[src/rtl/multicycle_core.sv]
// Multi-cycle RV32I subset core: FETCH -> DECODE -> EXEC -> (MEM) -> WB, ecall parks in HALT.
// Optional macro MULTICYCLE_CORE_BRANCH_EN adds beq/bne; without it opcode 1100011 retires as a no-op.
module multicycle_core #(
    parameter int IMEM_AW = 5,
    parameter int DMEM_AW = 5
) (
    input  logic               CLOCK_50,
    input  logic               reset,
    output logic [IMEM_AW-1:0] imem_addr,
    input  logic [31:0]        imem_rdata,
    output logic [DMEM_AW-1:0] dmem_addr,
    output logic [31:0]        dmem_wdata,
    output logic               dmem_we,
    input  logic [31:0]        dmem_rdata,
    output logic               halted,
    output logic [31:0]        retired
);
    localparam logic [6:0] OP_R      = 7'b0110011;
    localparam logic [6:0] OP_I      = 7'b0010011;
    localparam logic [6:0] OP_LOAD   = 7'b0000011;
    localparam logic [6:0] OP_STORE  = 7'b0100011;
    localparam logic [6:0] OP_SYSTEM = 7'b1110011;

    typedef enum logic [2:0] {FETCH, DECODE, EXEC, MEM, WB, HALT} state_t;
    state_t state, state_next;

    logic [IMEM_AW-1:0] pc, pc_next;
    logic [31:0]        ir, rs1_val, rs2_val, alu_res, alu_out, operand_b;
    logic [31:0]        regs [32];
    logic [6:0]         opcode;
    logic [2:0]         funct3;
    logic [4:0]         rd;
    logic               alu_ok, writes_rd;

    assign opcode     = ir[6:0];
    assign funct3     = ir[14:12];
    assign rd         = ir[11:7];
    assign imem_addr  = pc;
    assign dmem_addr  = alu_res[DMEM_AW+1:2];
    assign dmem_wdata = rs2_val;
    assign writes_rd  = ((opcode == OP_R || opcode == OP_I) && alu_ok) || opcode == OP_LOAD;

    always_ff @(posedge CLOCK_50 or posedge reset) begin
        if (reset) state <= FETCH;
        else       state <= state_next;
    end

    always_comb begin
        state_next = state;
        dmem_we    = 1'b0;
        halted     = 1'b0;
        case (state)
            FETCH:  state_next = DECODE;
            DECODE: state_next = (imem_rdata[6:0] == OP_SYSTEM) ? HALT : EXEC;
            EXEC:   state_next = (opcode == OP_LOAD || opcode == OP_STORE) ? MEM : WB;
            MEM: begin
                state_next = WB;
                dmem_we    = (opcode == OP_STORE);
            end
            WB:     state_next = FETCH;
            HALT:   halted = 1'b1;
            default: state_next = FETCH;
        endcase
    end

    // Immediate selection by format; unsupported funct3 values clear alu_ok so they retire without a write.
    always_comb begin
        operand_b = rs2_val;
        if (opcode == OP_I || opcode == OP_LOAD)
            operand_b = {{20{ir[31]}}, ir[31:20]};
        else if (opcode == OP_STORE)
            operand_b = {{20{ir[31]}}, ir[31:25], ir[11:7]};
        alu_out = rs1_val + operand_b;
        alu_ok  = 1'b1;
        if (opcode == OP_R || opcode == OP_I) begin
            case (funct3)
                3'b000:  alu_out = (opcode == OP_R && ir[30]) ? rs1_val - operand_b : rs1_val + operand_b;
                3'b111:  alu_out = rs1_val & operand_b;
                3'b110:  alu_out = rs1_val | operand_b;
                3'b100:  alu_out = rs1_val ^ operand_b;
                3'b010:  alu_out = {31'd0, $signed(rs1_val) < $signed(operand_b)};
                default: alu_ok = 1'b0;
            endcase
        end
    end

`ifdef MULTICYCLE_CORE_BRANCH_EN
    localparam logic [6:0] OP_BRANCH = 7'b1100011;
    logic        branch_cond, branch_taken;
    logic [31:0] branch_off;
    logic        unused_bits;

    // Byte offset converted to a word offset, since PC counts words.
    assign branch_off  = $signed({{19{ir[31]}}, ir[31], ir[7], ir[30:25], ir[11:8], 1'b0}) >>> 2;
    assign branch_cond = (opcode == OP_BRANCH) &&
                         ((funct3 == 3'b000 && rs1_val == rs2_val) ||
                          (funct3 == 3'b001 && rs1_val != rs2_val));
    assign pc_next     = branch_taken ? pc + branch_off[IMEM_AW-1:0] : pc + 1'b1;
    assign unused_bits = ^{alu_res[31:DMEM_AW+2], alu_res[1:0], ir[19:15], branch_off[31:IMEM_AW]};

    always_ff @(posedge CLOCK_50 or posedge reset) begin
        if (reset)              branch_taken <= 1'b0;
        else if (state == EXEC) branch_taken <= branch_cond;
    end
`else
    logic unused_bits;

    assign pc_next     = pc + 1'b1;
    assign unused_bits = ^{alu_res[31:DMEM_AW+2], alu_res[1:0], ir[19:15]};
`endif

    // Architectural state; only WB commits, so a reset before WB discards the instruction.
    always_ff @(posedge CLOCK_50 or posedge reset) begin
        if (reset) begin
            pc      <= '0;
            ir      <= '0;
            rs1_val <= '0;
            rs2_val <= '0;
            alu_res <= '0;
            retired <= '0;
            for (int i = 0; i < 32; i++) regs[i] <= '0;
        end else begin
            case (state)
                DECODE: begin
                    ir      <= imem_rdata;
                    rs1_val <= regs[imem_rdata[19:15]];
                    rs2_val <= regs[imem_rdata[24:20]];
                end
                EXEC: alu_res <= alu_out;
                WB: begin
                    if (writes_rd && rd != 5'd0)
                        regs[rd] <= (opcode == OP_LOAD) ? dmem_rdata : alu_res;
                    pc      <= pc_next;
                    retired <= retired + 32'd1;
                end
                default: ;
            endcase
        end
    end
endmodule

[config.mk]
export PLATFORM = sky130hd
export DESIGN_NAME = multicycle_core
export DESIGN_NICKNAME = d
export VERILOG_FILES = /design/src/rtl/multicycle_core.sv
export SDC_FILE = /design/constraint.sdc
export NUM_CORES = 2
export LEC_CHECK = 0
export ABC_AREA = 1
export CAP_MARGIN = 20
export CORE_MARGIN = 5
export CORE_UTILIZATION = 40
export DETAILED_ROUTE_END_ITERATION = 8
export PLACE_DENSITY_LB_ADDON = 0.05
export SYNTH_ARGS = -nofsm -noshare
export SYNTH_HDL_FRONTEND = slang
export SYNTH_SLANG_ARGS = --single-unit
[constraint.sdc]
create_clock -name CLOCK_50 -period 73.8 [get_ports CLOCK_50]
set_input_delay 22.14 -clock CLOCK_50 [delete_from_list [all_inputs] [get_ports CLOCK_50]]
set_output_delay 22.14 -clock CLOCK_50 [all_outputs]
set_load 0.02 [all_outputs]
==> summary.md <==
| Metric | Value |
|---|---|
| Clock sink count | `1187` |
| Worst min-delay path class | `reg -> reg` |
| Overflow after GRT | `0` |
| VDD IR max | `32.8 uV` |
| CTS tree | `yes` |
| RSZ-0062 raised after global routing | `no` |
| Netlist cell types | `44` |
| Post-synthesis compound-gate area fraction | `0.251` |
| Most frequent cells in the layout | `nand2_1 (1879), o21ai_0 (1270), nor2_1 (1226)` |
| Pleak | `33.4 nW` |
| Fmax | `39.4 MHz` |
| Post-Synth Simple-Gate Area | `0.206` |
| Hold Violations, Final | `0` |
| Crit Path Class | `in -> async` |
| Outcome | `finished clean` |
| I/O pin count | `142` |
| First-pass GRT wire length | `445000 um` |
| Post-Route WL | `306000 um` |
| Filler Cells Inserted | `17600` |
| Post-synthesis cell area | `69100 um2` |
| TNS Setup | `0 ns` |
| Die area | `181000 um2` |
| Sequential area share after synthesis | `0.430` |
| Relative slew slack | `0.266` |
| Multi-input logic area | `33800 um2` |
| Critical Path AT | `26.26 ns` |
| Mean Syn Cell Area | `7.52 um2` |
| Post-synth ARST share | `1.00` |
| H-tree Lvls | `4` |
| Mux contribution to synthesized area | `0.00304` |
| Cts repair resizes | `0` |
| Initial Util | `0.402` |
| Largest family of logic cells by synthesized area | `compound AO/OA/AOI/OAI gates` |
| Ratio of cells with drive above 1 in the final layout | `0.0530` |
| Ys flop type | `dfrtp_1` |
| Sequential cell area | `29700 um2` |
| Largest net degree at the start of global routing | `194` |
| Placed cells | `10900` |
| NumNets Final | `8918` |
| Ys Warns | `0` |
| Post-Syn Nets | `9348` |
| Iteration-0 DRC Markers | `8486` |
| CP Launch Type | `input pin` |
| Final setup viols | `0` |
| Final non-filler cell total | `11200` |
| Core area | `172000 um2` |
| Most common cell after layout, fill and taps aside | `nand2_1` |
| Hold_buf cts | `0` |
| Routability cong. | `1.02` |
| Critical path capture point type | `async pin` |
| PortBufs | `141` |
| Num CTS Buffers | `145` |
| DRT antenna net count | `0` |
| Row count | `152` |
| Pwr Density | `33.8 nW/um2` |
| Cells after synthesis | `9182` |
| WL/cell | `27.4 um` |
| Worst skew pair latency | `0.82 ns` |
| Global Route Usage Sum | `0.329` |
| DRT Pass-1 Iters | `7` |
| Max-slew violations | `0` |
| R2r setup slk | `69.08 ns` |
| Vias in the first global route | `63600` |
| Required @ worst endpoint | `74.66 ns` |
| #FFs+latches synth | `1187` |
| Setup repair bufs after CTS | `0` |
| Dpl hpwl | `166000 um` |
| Min Clock Period, post-route | `25.40 ns` |
| RR Endpoint | `regs[124]` |
| Fin crit share | `0.344` |
| Worst Setup SP | `reset` |
| Clock Skews | `0.0306 ns` |
| Worst R2R Path Depth | `9` |
| Hold path cells | `0` |
| Reg-to-Reg Start | `ir[3]` |
| Clk buf depth | `3` |
| Vias per cell | `6.09` |
| EDFF count, synth | `0` |
| Adder-cell area share of the yosys netlist | `0.0183` |
| Critical path peak fanout | `81` |
| XOR/XNOR share of the synthesized area | `0.00634` |
| Initial antenna violation count | `13` |
| DRC violations left | `0` |
| Max cap viols | `0` |
| Hold path endpoint | `regs[996]` |
| Hold_sp | `regs[996]` |
| Die span in x | `426 um` |
| CTS clk-pin slew, worst paths | `0.05 ns` |
| Syn-to-layout area delta | `8.59%` |
| Via count | `68000` |
| Worst-margin pin slew | `1.10 ns` |
| Die H | `426 um` |
| Clock Root Buffer | `clkbuf_16` |
-- worst max path at each step --
stage	to	cells after the start
2_1_floorplan	alu_res[0]	1
3_3_place_gp	regs[165]	6
3_5_place_dp	regs[608]	6
4_1_cts	rs1_val[1]	6
5_1_grt	regs[544]	6
6_report	regs[197]	6
-- where the power goes --
group / internal (W) / leakage, nW / total [W] / switching [W]
Clock: 0.000412 / 2.28 / 0.000714 / 0.000302
Sequential: 0.000709 / 11.2 / 0.000788 / 0.0000785
Combinational: 0.000273 / 20.0 / 0.00103 / 0.000757
Total: 0.00139 / 33.4 / 0.00253 / 0.00114
-- flip-flops by register name, summed over array words and instances (netlist names) --
name / cells
alu_res: 32
dmem_wdata: 32
imem_addr: 5
ir: 27
regs: 1024
retired: 32
rs1_val: 32
state: 3
-- cells by family (layout without fill, tap and decap cells) --
group	count (synthesis)	after routing
AND/OR/NAND/NOR	3505	3505
AO/OA/AOI/OAI	3095	3095
buffers and inverters	1224	895
flip-flops	1187	1187
adder cells (fa/ha/maj)	100	100
XOR/XNOR	50	50
multiplexers	21	21
other	0	6
-- final cells by class --
class,count,area share
inverter,396,0.0205
clock buffer,212,0.0565
clock inverter,36,0.00510
multi-input combinational,6771,0.450
timing repair buffer,251,0.0329
tap,2310,0.0385
antenna,6,0.000200
sequential,1187,0.396
-- worst max-delay path: stages --
cell and delay (ns):
clkdlybuf4s50_1 0.50, inv_8 0.40, buf_4 0.76, buf_4 0.70, buf_4 0.78, buf_4 0.71
-- per-layer routing --
metal / track usage / up-vias / share of wire
li1: - / 30300 / -
met1: 0.467 / 33400 / 0.43
met2: 0.499 / 3673 / 0.43
met3: 0.0605 / 635 / 0.093
met4: 0.129 / 2 / 0.040
met5: 0 / - / 0.000043
-- metrics by stage --
step | area (um2) | hold WS, ns | utilization | power [W] | setup slack [ns]
final | 75000 | 0.400 | 0.437 | 0.00253 | 48.40
after global routing | 75000 | 0.412 | 0.437 | 0.00266 | 47.87
after CTS | 74900 | 0.403 | 0.436 | 0.00251 | 48.30
after detailed placement | 70300 | 0.389 | 0.409 | 0.00180 | 47.42
after global placement | 70200 | 0.388 | 0.409 | 0.00179 | 47.43
after floorplan | 69100 | 0.434 | - | 0.00138 | 18.22
-- synthesized netlist by cell type, types with 3 or more instances --
master | n | area share
or2_2 | 17 | 0.0015
buf_4 | 5 | 0.00054
nand2_1 | 1879 | 0.10
nor3_1 | 32 | 0.0023
nand4_1 | 29 | 0.0026
clkinv_1 | 3 | 0.00016
xnor2_1 | 16 | 0.0020
inv_1 | 386 | 0.021
a21oi_1 | 135 | 0.0098
nand3_1 | 270 | 0.020
o21ai_2 | 35 | 0.0044
ha_1 | 98 | 0.018
mux2i_1 | 21 | 0.0030
o21ai_1 | 925 | 0.067
a32o_1 | 20 | 0.0029
a22oi_1 | 17 | 0.0018
o21bai_1 | 19 | 0.0021
dfrtp_1 | 1187 | 0.43
buf_6 | 166 | 0.027
o221ai_1 | 204 | 0.026
buf_1 | 25 | 0.0014
and3_1 | 9 | 0.00082
buf_12 | 3 | 0.00087
xor2_1 | 34 | 0.0043
a211oi_1 | 16 | 0.0017
nor2_1 | 1227 | 0.067
nor4_1 | 7 | 0.00063
inv_2 | 7 | 0.00038
o22ai_1 | 345 | 0.031
buf_2 | 20 | 0.0014
o211ai_1 | 92 | 0.010
clkbuf_1 | 609 | 0.033
o21ai_0 | 1281 | 0.093
nand2_8 | 30 | 0.0087
Power figures use the tool's default switching activity.
